## src/rtl/ss_pkg.sv

```systemverilog
// Shared types and constants for the seven-segment scan/PWM display driver.
// All segment and driver codes are active-low.
package ss_pkg;

    typedef enum logic {
        S_BLANK = 1'b0,
        S_ON    = 1'b1
    } scan_state_e;

    // Segment order is {DP,G,F,E,D,C,B,A}; DP bit left high (off) in every digit code.
    localparam logic [7:0] SEG_0     = 8'hC0;
    localparam logic [7:0] SEG_1     = 8'hF9;
    localparam logic [7:0] SEG_2     = 8'hA4;
    localparam logic [7:0] SEG_3     = 8'hB0;
    localparam logic [7:0] SEG_4     = 8'h99;
    localparam logic [7:0] SEG_5     = 8'h92;
    localparam logic [7:0] SEG_6     = 8'h82;
    localparam logic [7:0] SEG_7     = 8'hF8;
    localparam logic [7:0] SEG_8     = 8'h80;
    localparam logic [7:0] SEG_9     = 8'h90;
    localparam logic [7:0] SEG_BLANK = 8'hFF;
    localparam logic [7:0] DRV_OFF   = 8'hFF;

    localparam logic [1:0] DIGIT_COLON = 2'd2;
    localparam logic [1:0] DIGIT_LAST  = 2'd3;

endpackage

```

## src/rtl/bcd_to_7seg.sv

```systemverilog
// Combinational BCD to active-low seven-segment decoder (segments G..A).
// Non-decimal codes 10..15 produce a blank digit.
module bcd_to_7seg
    import ss_pkg::*;
(
    input  logic [3:0] bcd,
    output logic [6:0] seg_n
);

    always_comb begin
        seg_n = SEG_BLANK[6:0];
        case (bcd)
            4'd0:    seg_n = SEG_0[6:0];
            4'd1:    seg_n = SEG_1[6:0];
            4'd2:    seg_n = SEG_2[6:0];
            4'd3:    seg_n = SEG_3[6:0];
            4'd4:    seg_n = SEG_4[6:0];
            4'd5:    seg_n = SEG_5[6:0];
            4'd6:    seg_n = SEG_6[6:0];
            4'd7:    seg_n = SEG_7[6:0];
            4'd8:    seg_n = SEG_8[6:0];
            4'd9:    seg_n = SEG_9[6:0];
            default: seg_n = SEG_BLANK[6:0];
        endcase
    end

endmodule

```

## src/rtl/ss_scan_pwm_driver.sv

```systemverilog
// Multiplexes HH:MM onto digits 3..0 of a common-anode display with a blanking gap
// at the start of each slot, PWM dimming, leading-zero blanking and a colon DP.
module ss_scan_pwm_driver
    import ss_pkg::*;
#(
    parameter int CLK_HZ       = 100_000_000,
    parameter int DIGIT_HZ     = 1000,
    parameter int BLANK_CYCLES = 100
) (
    input  logic       CLK100MHZ,
    input  logic       RESET_N,
    input  logic [3:0] hours2,
    input  logic [3:0] hours1,
    input  logic [3:0] mins2,
    input  logic [3:0] mins1,
    input  logic [7:0] pwm_in,
    input  logic       colon_in,
    input  logic       lzb_en,
    output logic [7:0] SegmentDrivers,
    output logic [7:0] SevenSegment,
    output logic       frame_done
);

    localparam int P  = CLK_HZ / DIGIT_HZ;
    localparam int SW = (P > 2) ? $clog2(P) : 1;

    localparam logic [SW-1:0] SLOT_LAST  = SW'(P - 1);
    localparam logic [SW-1:0] SLOT_BLANK = SW'(BLANK_CYCLES);

    logic [SW-1:0] slot_cnt_q, slot_cnt_d;
    logic [1:0]    digit_q, digit_d;
    scan_state_e   state_q, state_d;
    logic [7:0]    pwm_cnt_q, pwm_cnt_d;
    logic [7:0]    duty_q, duty_d;
    logic [3:0]    opr_val_q, opr_val_d;
    logic          opr_colon_q, opr_colon_d;
    logic          opr_lzb_q, opr_lzb_d;
    logic [7:0]    drv_q, drv_d;
    logic [7:0]    seg_q, seg_d;
    logic          frame_done_q, frame_done_d;

    logic          slot_wrap;
    logic [3:0]    digit_sel;
    logic [6:0]    dec_seg_n;
    logic          lz_blank;
    logic          dp_n;

    bcd_to_7seg u_dec (
        .bcd   (opr_val_q),
        .seg_n (dec_seg_n)
    );

    always_comb begin
        digit_sel = mins1;
        case (digit_q)
            2'd0:    digit_sel = mins1;
            2'd1:    digit_sel = mins2;
            2'd2:    digit_sel = hours1;
            default: digit_sel = hours2;
        endcase
    end

    always_comb begin
        slot_wrap = (slot_cnt_q == SLOT_LAST);

        slot_cnt_d = slot_wrap ? '0 : slot_cnt_q + SW'(1);
        digit_d    = slot_wrap ? digit_q + 2'd1 : digit_q;
        // State tracks the counter value it is registered alongside.
        state_d    = (slot_cnt_d < SLOT_BLANK) ? S_BLANK : S_ON;

        pwm_cnt_d = pwm_cnt_q + 8'd1;
        duty_d    = (pwm_cnt_q == 8'hFF) ? pwm_in : duty_q;

        // Operands are frozen for the whole slot so mid-slot input changes cannot glitch.
        opr_val_d   = opr_val_q;
        opr_colon_d = opr_colon_q;
        opr_lzb_d   = opr_lzb_q;
        if (slot_cnt_q == '0) begin
            opr_val_d   = digit_sel;
            opr_colon_d = colon_in;
            opr_lzb_d   = lzb_en;
        end

        lz_blank = (digit_q == DIGIT_LAST) && opr_lzb_q && (opr_val_q == 4'd0);
        dp_n     = !((digit_q == DIGIT_COLON) && opr_colon_q);

        seg_d = SEG_BLANK;
        drv_d = DRV_OFF;
        if (state_q == S_ON && !lz_blank) begin
            seg_d = {dp_n, dec_seg_n};
            if (pwm_cnt_q < duty_q) begin
                drv_d = ~(8'b0000_0001 << digit_q);
            end
        end

        frame_done_d = slot_wrap && (digit_q == DIGIT_LAST);
    end

    always_ff @(posedge CLK100MHZ or negedge RESET_N) begin
        if (!RESET_N) begin
            slot_cnt_q   <= '0;
            digit_q      <= 2'd0;
            state_q      <= S_BLANK;
            pwm_cnt_q    <= 8'd0;
            duty_q       <= 8'd0;
            opr_val_q    <= 4'd0;
            opr_colon_q  <= 1'b0;
            opr_lzb_q    <= 1'b0;
            drv_q        <= DRV_OFF;
            seg_q        <= SEG_BLANK;
            frame_done_q <= 1'b0;
        end else begin
            slot_cnt_q   <= slot_cnt_d;
            digit_q      <= digit_d;
            state_q      <= state_d;
            pwm_cnt_q    <= pwm_cnt_d;
            duty_q       <= duty_d;
            opr_val_q    <= opr_val_d;
            opr_colon_q  <= opr_colon_d;
            opr_lzb_q    <= opr_lzb_d;
            drv_q        <= drv_d;
            seg_q        <= seg_d;
            frame_done_q <= frame_done_d;
        end
    end

    assign SegmentDrivers = drv_q;
    assign SevenSegment   = seg_q;
    assign frame_done     = frame_done_q;

endmodule

```

## config.mk

```make
export PLATFORM = sky130hd
export DESIGN_NAME = ss_scan_pwm_driver
export DESIGN_NICKNAME = d
export VERILOG_FILES = /design/src/rtl/ss_pkg.sv /design/src/rtl/bcd_to_7seg.sv /design/src/rtl/ss_scan_pwm_driver.sv
export SDC_FILE = /design/constraint.sdc
export NUM_CORES = 1
export LEC_CHECK = 0
export CORE_ASPECT_RATIO = 1.2
export CORE_MARGIN = 4
export CORE_UTILIZATION = 54
export CTS_CLUSTER_SIZE = 10
export DETAILED_ROUTE_END_ITERATION = 8
export GPL_ROUTABILITY_DRIVEN = 0
export PLACE_DENSITY = 0.81
export RECOVER_POWER = 100
export SLEW_MARGIN = 30
export SYNTH_ARGS = -nofsm -noshare
export SYNTH_HDL_FRONTEND = slang
export SYNTH_SLANG_ARGS = --single-unit
```

## constraint.sdc

```tcl
create_clock -name CLK100MHZ -period 2.6 [get_ports CLK100MHZ]
set_input_delay 0.65 -clock CLK100MHZ [delete_from_list [all_inputs] [get_ports CLK100MHZ]]
set_output_delay 0.65 -clock CLK100MHZ [all_outputs]
set_load 0.05 [all_outputs]
```

==> flow_metrics.py <==
metrics = {
    "logic_synthesis": {
        "synthArstFlopShare": 1.00,
        "synth_edf_count": 0,
        "synthesis.area_um2": 2980,
        "postSynthCellCount": 297,
        "synth_seq_area_share": 0.467,
        "yosysWarnings": 0,
        "avgSynthCellArea_um2": 10.0,
        "ys.flop_type": "dfrtp_1",
        "ys_ff_latch": 55,
        "synth_cell_types": 52,
    },
    "finish": {
        "diodes": 0,
        "final_common_cell": "dfrtp_1",
        "nNetsFinal": 382,
        "final_util": 0.647,
        "area_growth_pct": 16.0,
        "layout_common_cells": "43 x dfrtp_1, 29 x nand2_1, 26 x clkdlybuf4s50_1, 21 x o21ai_0",
        "drive_gt1_frac": 0.0896,
    },
    "setup_path": {
        "cpPeakStageDelay_ns": 0.87,
        "reg2regPathDepth": 6,
        "crit_path_end_kind": "primary output",
        "setup.worst_path.start_class": "flop",
        "cp_max_fo": 1,
        "worstSetupPathType": "reg -> out",
        "timing.rr.start": "slot_cnt_q[2]",
        "cpMaxStageDelayCell": "dlygate4sd3_1",
        "crit_chain": "dlygate4sd3_1",
        "critPathLaunch": "SevenSegment[6]",
        "regToRegEndpoint": "state_q",
        "critPathBufInv": 1,
        "critical_path_arrival_ns": 1.71,
        "crit_family": "buffers and inverters",
        "crit_cells": 1,
        "r2r_slack_ns": 0.36,
        "crit_path_end": "SevenSegment[6]",
        "crit_required_ns": 1.95,
    },
    "drt": {
        "wl_per_cell_um": 14.9,
        "first_iter_violations": 130,
        "drtPass1Iterations": 4,
        "routed_wl_mm": 5.91,
        "drcViolationCount": 0,
        "via_per_inst": 5.57,
        "via_count": 2213,
        "postRouteAntennaNets": 0,
    },
    "clocking": {
        "cts_setup_buffers": 0,
        "tritoncts": "built",
        "ctsHtreeMaxLevel": 2,
        "cts.sinks": 55,
        "cts_buffers": 5,
        "postCtsResizedCells": 0,
        "hold_buffers": 0,
        "cts-root-buf": "clkbuf_8",
        "worstSkewPairLatency_ns": 0.31,
        "cts.clk_slew.worst_paths_ns": 0.10,
        "cts_buffer_depth": 2,
    },
    "place": {
        "portBuffers": 40,
        "dp_hpwl_mm": 4.32,
        "dp_slack_ns": 0.566,
    },
    "power": {
        "peakVddDrop_uv": 232,
        "power_density_nw_per_um2": 438,
        "power_leakage_uw": 0.00154,
    },
    "timing": {
        "fin_crit_ns": 2.36,
        "final.setup.tns_ns": 0,
        "finClkSkew_ns": 0.0124,
        "tightestPinTransition_ns": 1.28,
        "rsz0062_at_grt": "false",
        "slew-limit-headroom": 0.148,
        "fin_ws_ns": 0.235,
        "setup_viol": 0,
        "timing.fmax_mhz": 423,
        "finalMaxSlewViolations": 0,
        "finalHoldViolations": 0,
        "fin_crit_sh": 0.910,
    },
    "floorplanning": {
        "die_x_um": 75.8,
        "core-area_um2": 5330,
        "io_pins": 45,
        "fp.dieH_um": 89.3,
        "dieArea_um2": 6770,
        "initial_core_util": 0.558,
        "rows": 29,
    },
    "global_route": {
        "grt_max_degree": 32,
        "antenna_found_initial": 0,
        "grtUsageTotal": 0.188,
        "grt_pass1_vias": 2082,
        "grt_pass1_wl_mm": 9.71,
        "overflow": 0,
    },
    "flow_run": {
        "drv_cap": 0,
    },
    "hold_path": {
        "min_path_type": "reg -> reg",
    },
    "outcome": {
        "status": "completed",
    },
}
## kinds of logic after synthesis
logic type                 count (synthesis)  share of synthesized area
DFF                                       55                      0.467
AOI/OAI and AO/OA                         55                      0.115
muxes                                      4                     0.0172
buffers and inverters                     34                     0.0572
other                                      1                    0.00126
adders and majority gates                 20                     0.0841
xor gates and xnor gates                  24                     0.0706
and+or+nand+nor                          104                      0.187
## Yosys cell counts (2+ instances only)
master	n	area share
o211a_1	2	0.0067
and3_2	2	0.0050
ha_1	20	0.084
buf_2	4	0.0067
nor2_1	20	0.025
a211oi_1	2	0.0050
mux2_4	2	0.010
a21oi_1	15	0.025
buf_6	3	0.011
and3_1	7	0.015
buf_4	4	0.010
nor2b_1	2	0.0042
nor4_1	2	0.0042
o21ai_0	21	0.035
and2_1	2	0.0042
nand2b_1	5	0.011
nand4_1	7	0.015
inv_1	17	0.021
nor3_1	4	0.0067
xor2_1	11	0.032
a21o_1	3	0.0076
xnor2_1	13	0.038
dfstp_2	12	0.11
a222oi_1	4	0.013
nand3_2	2	0.0067
nand3_1	11	0.018
nand2_1	29	0.037
dfrtp_1	43	0.36
clkbuf_1	5	0.0063
## worst min-delay path by stage
stage                           start         endpoint  slack [ns]  cells after the start
after floorplan               RESET_N       digit_q[0]        0.35                      0
after global placement    opr_colon_q  SevenSegment[7]        0.41                      1
after detailed placement  opr_colon_q  SevenSegment[7]        0.43                      1
after CTS                     RESET_N       digit_q[1]        0.34                      1
after global routing      opr_colon_q  SevenSegment[7]        0.49                      1
final                     opr_colon_q  SevenSegment[7]        0.44                      1
## flip-flops by register name, indices dropped and copies added, names as in the netlist
signal	cells
opr_colon_q	1
opr_val_q	4
frame_done	1
state_q	1
slot_cnt_q	17
pwm_cnt_q	8
SegmentDrivers	4
digit_q	2
duty_q	8
SevenSegment	8
opr_lzb_q	1
## layer usage
metal,global-route usage,share of wire
met5,0,0
met4,0.0684,0.023
met3,0.0315,0.068
met2,0.308,0.48
met1,0.249,0.43
## power by group
group / total, uW / internal (uW) / switching [uW]
combinational: 97.7 / 47.5 / 50.2
sequential: 868 / 860 / 7.88
clock: 548 / 273 / 275
total: 1510 / 1180 / 333
## metrics by stage
stage	hold WS [ns]	cell area [um^2]	cells	total power (uW)
2_1_floorplan	0.354	2990	300	924
3_3_place_gp	0.414	3400	389	984
3_5_place_dp	0.431	3400	389	986
4_1_cts	0.341	3510	397	1530
5_1_grt	0.486	3450	397	1580
6_report	0.438	3450	397	1510
## cell type report
type | instances | area [um^2]
fillers | 403 | 1880
multi-input cells | 211 | 1400
flip-flops and latches | 55 | 1390
repair buffers | 44 | 410
clock buffers | 7 | 108
well taps | 62 | 77.6
inverters | 17 | 63.8
clock inverters | 1 | 5.00
Power figures use the tool's default switching activity.
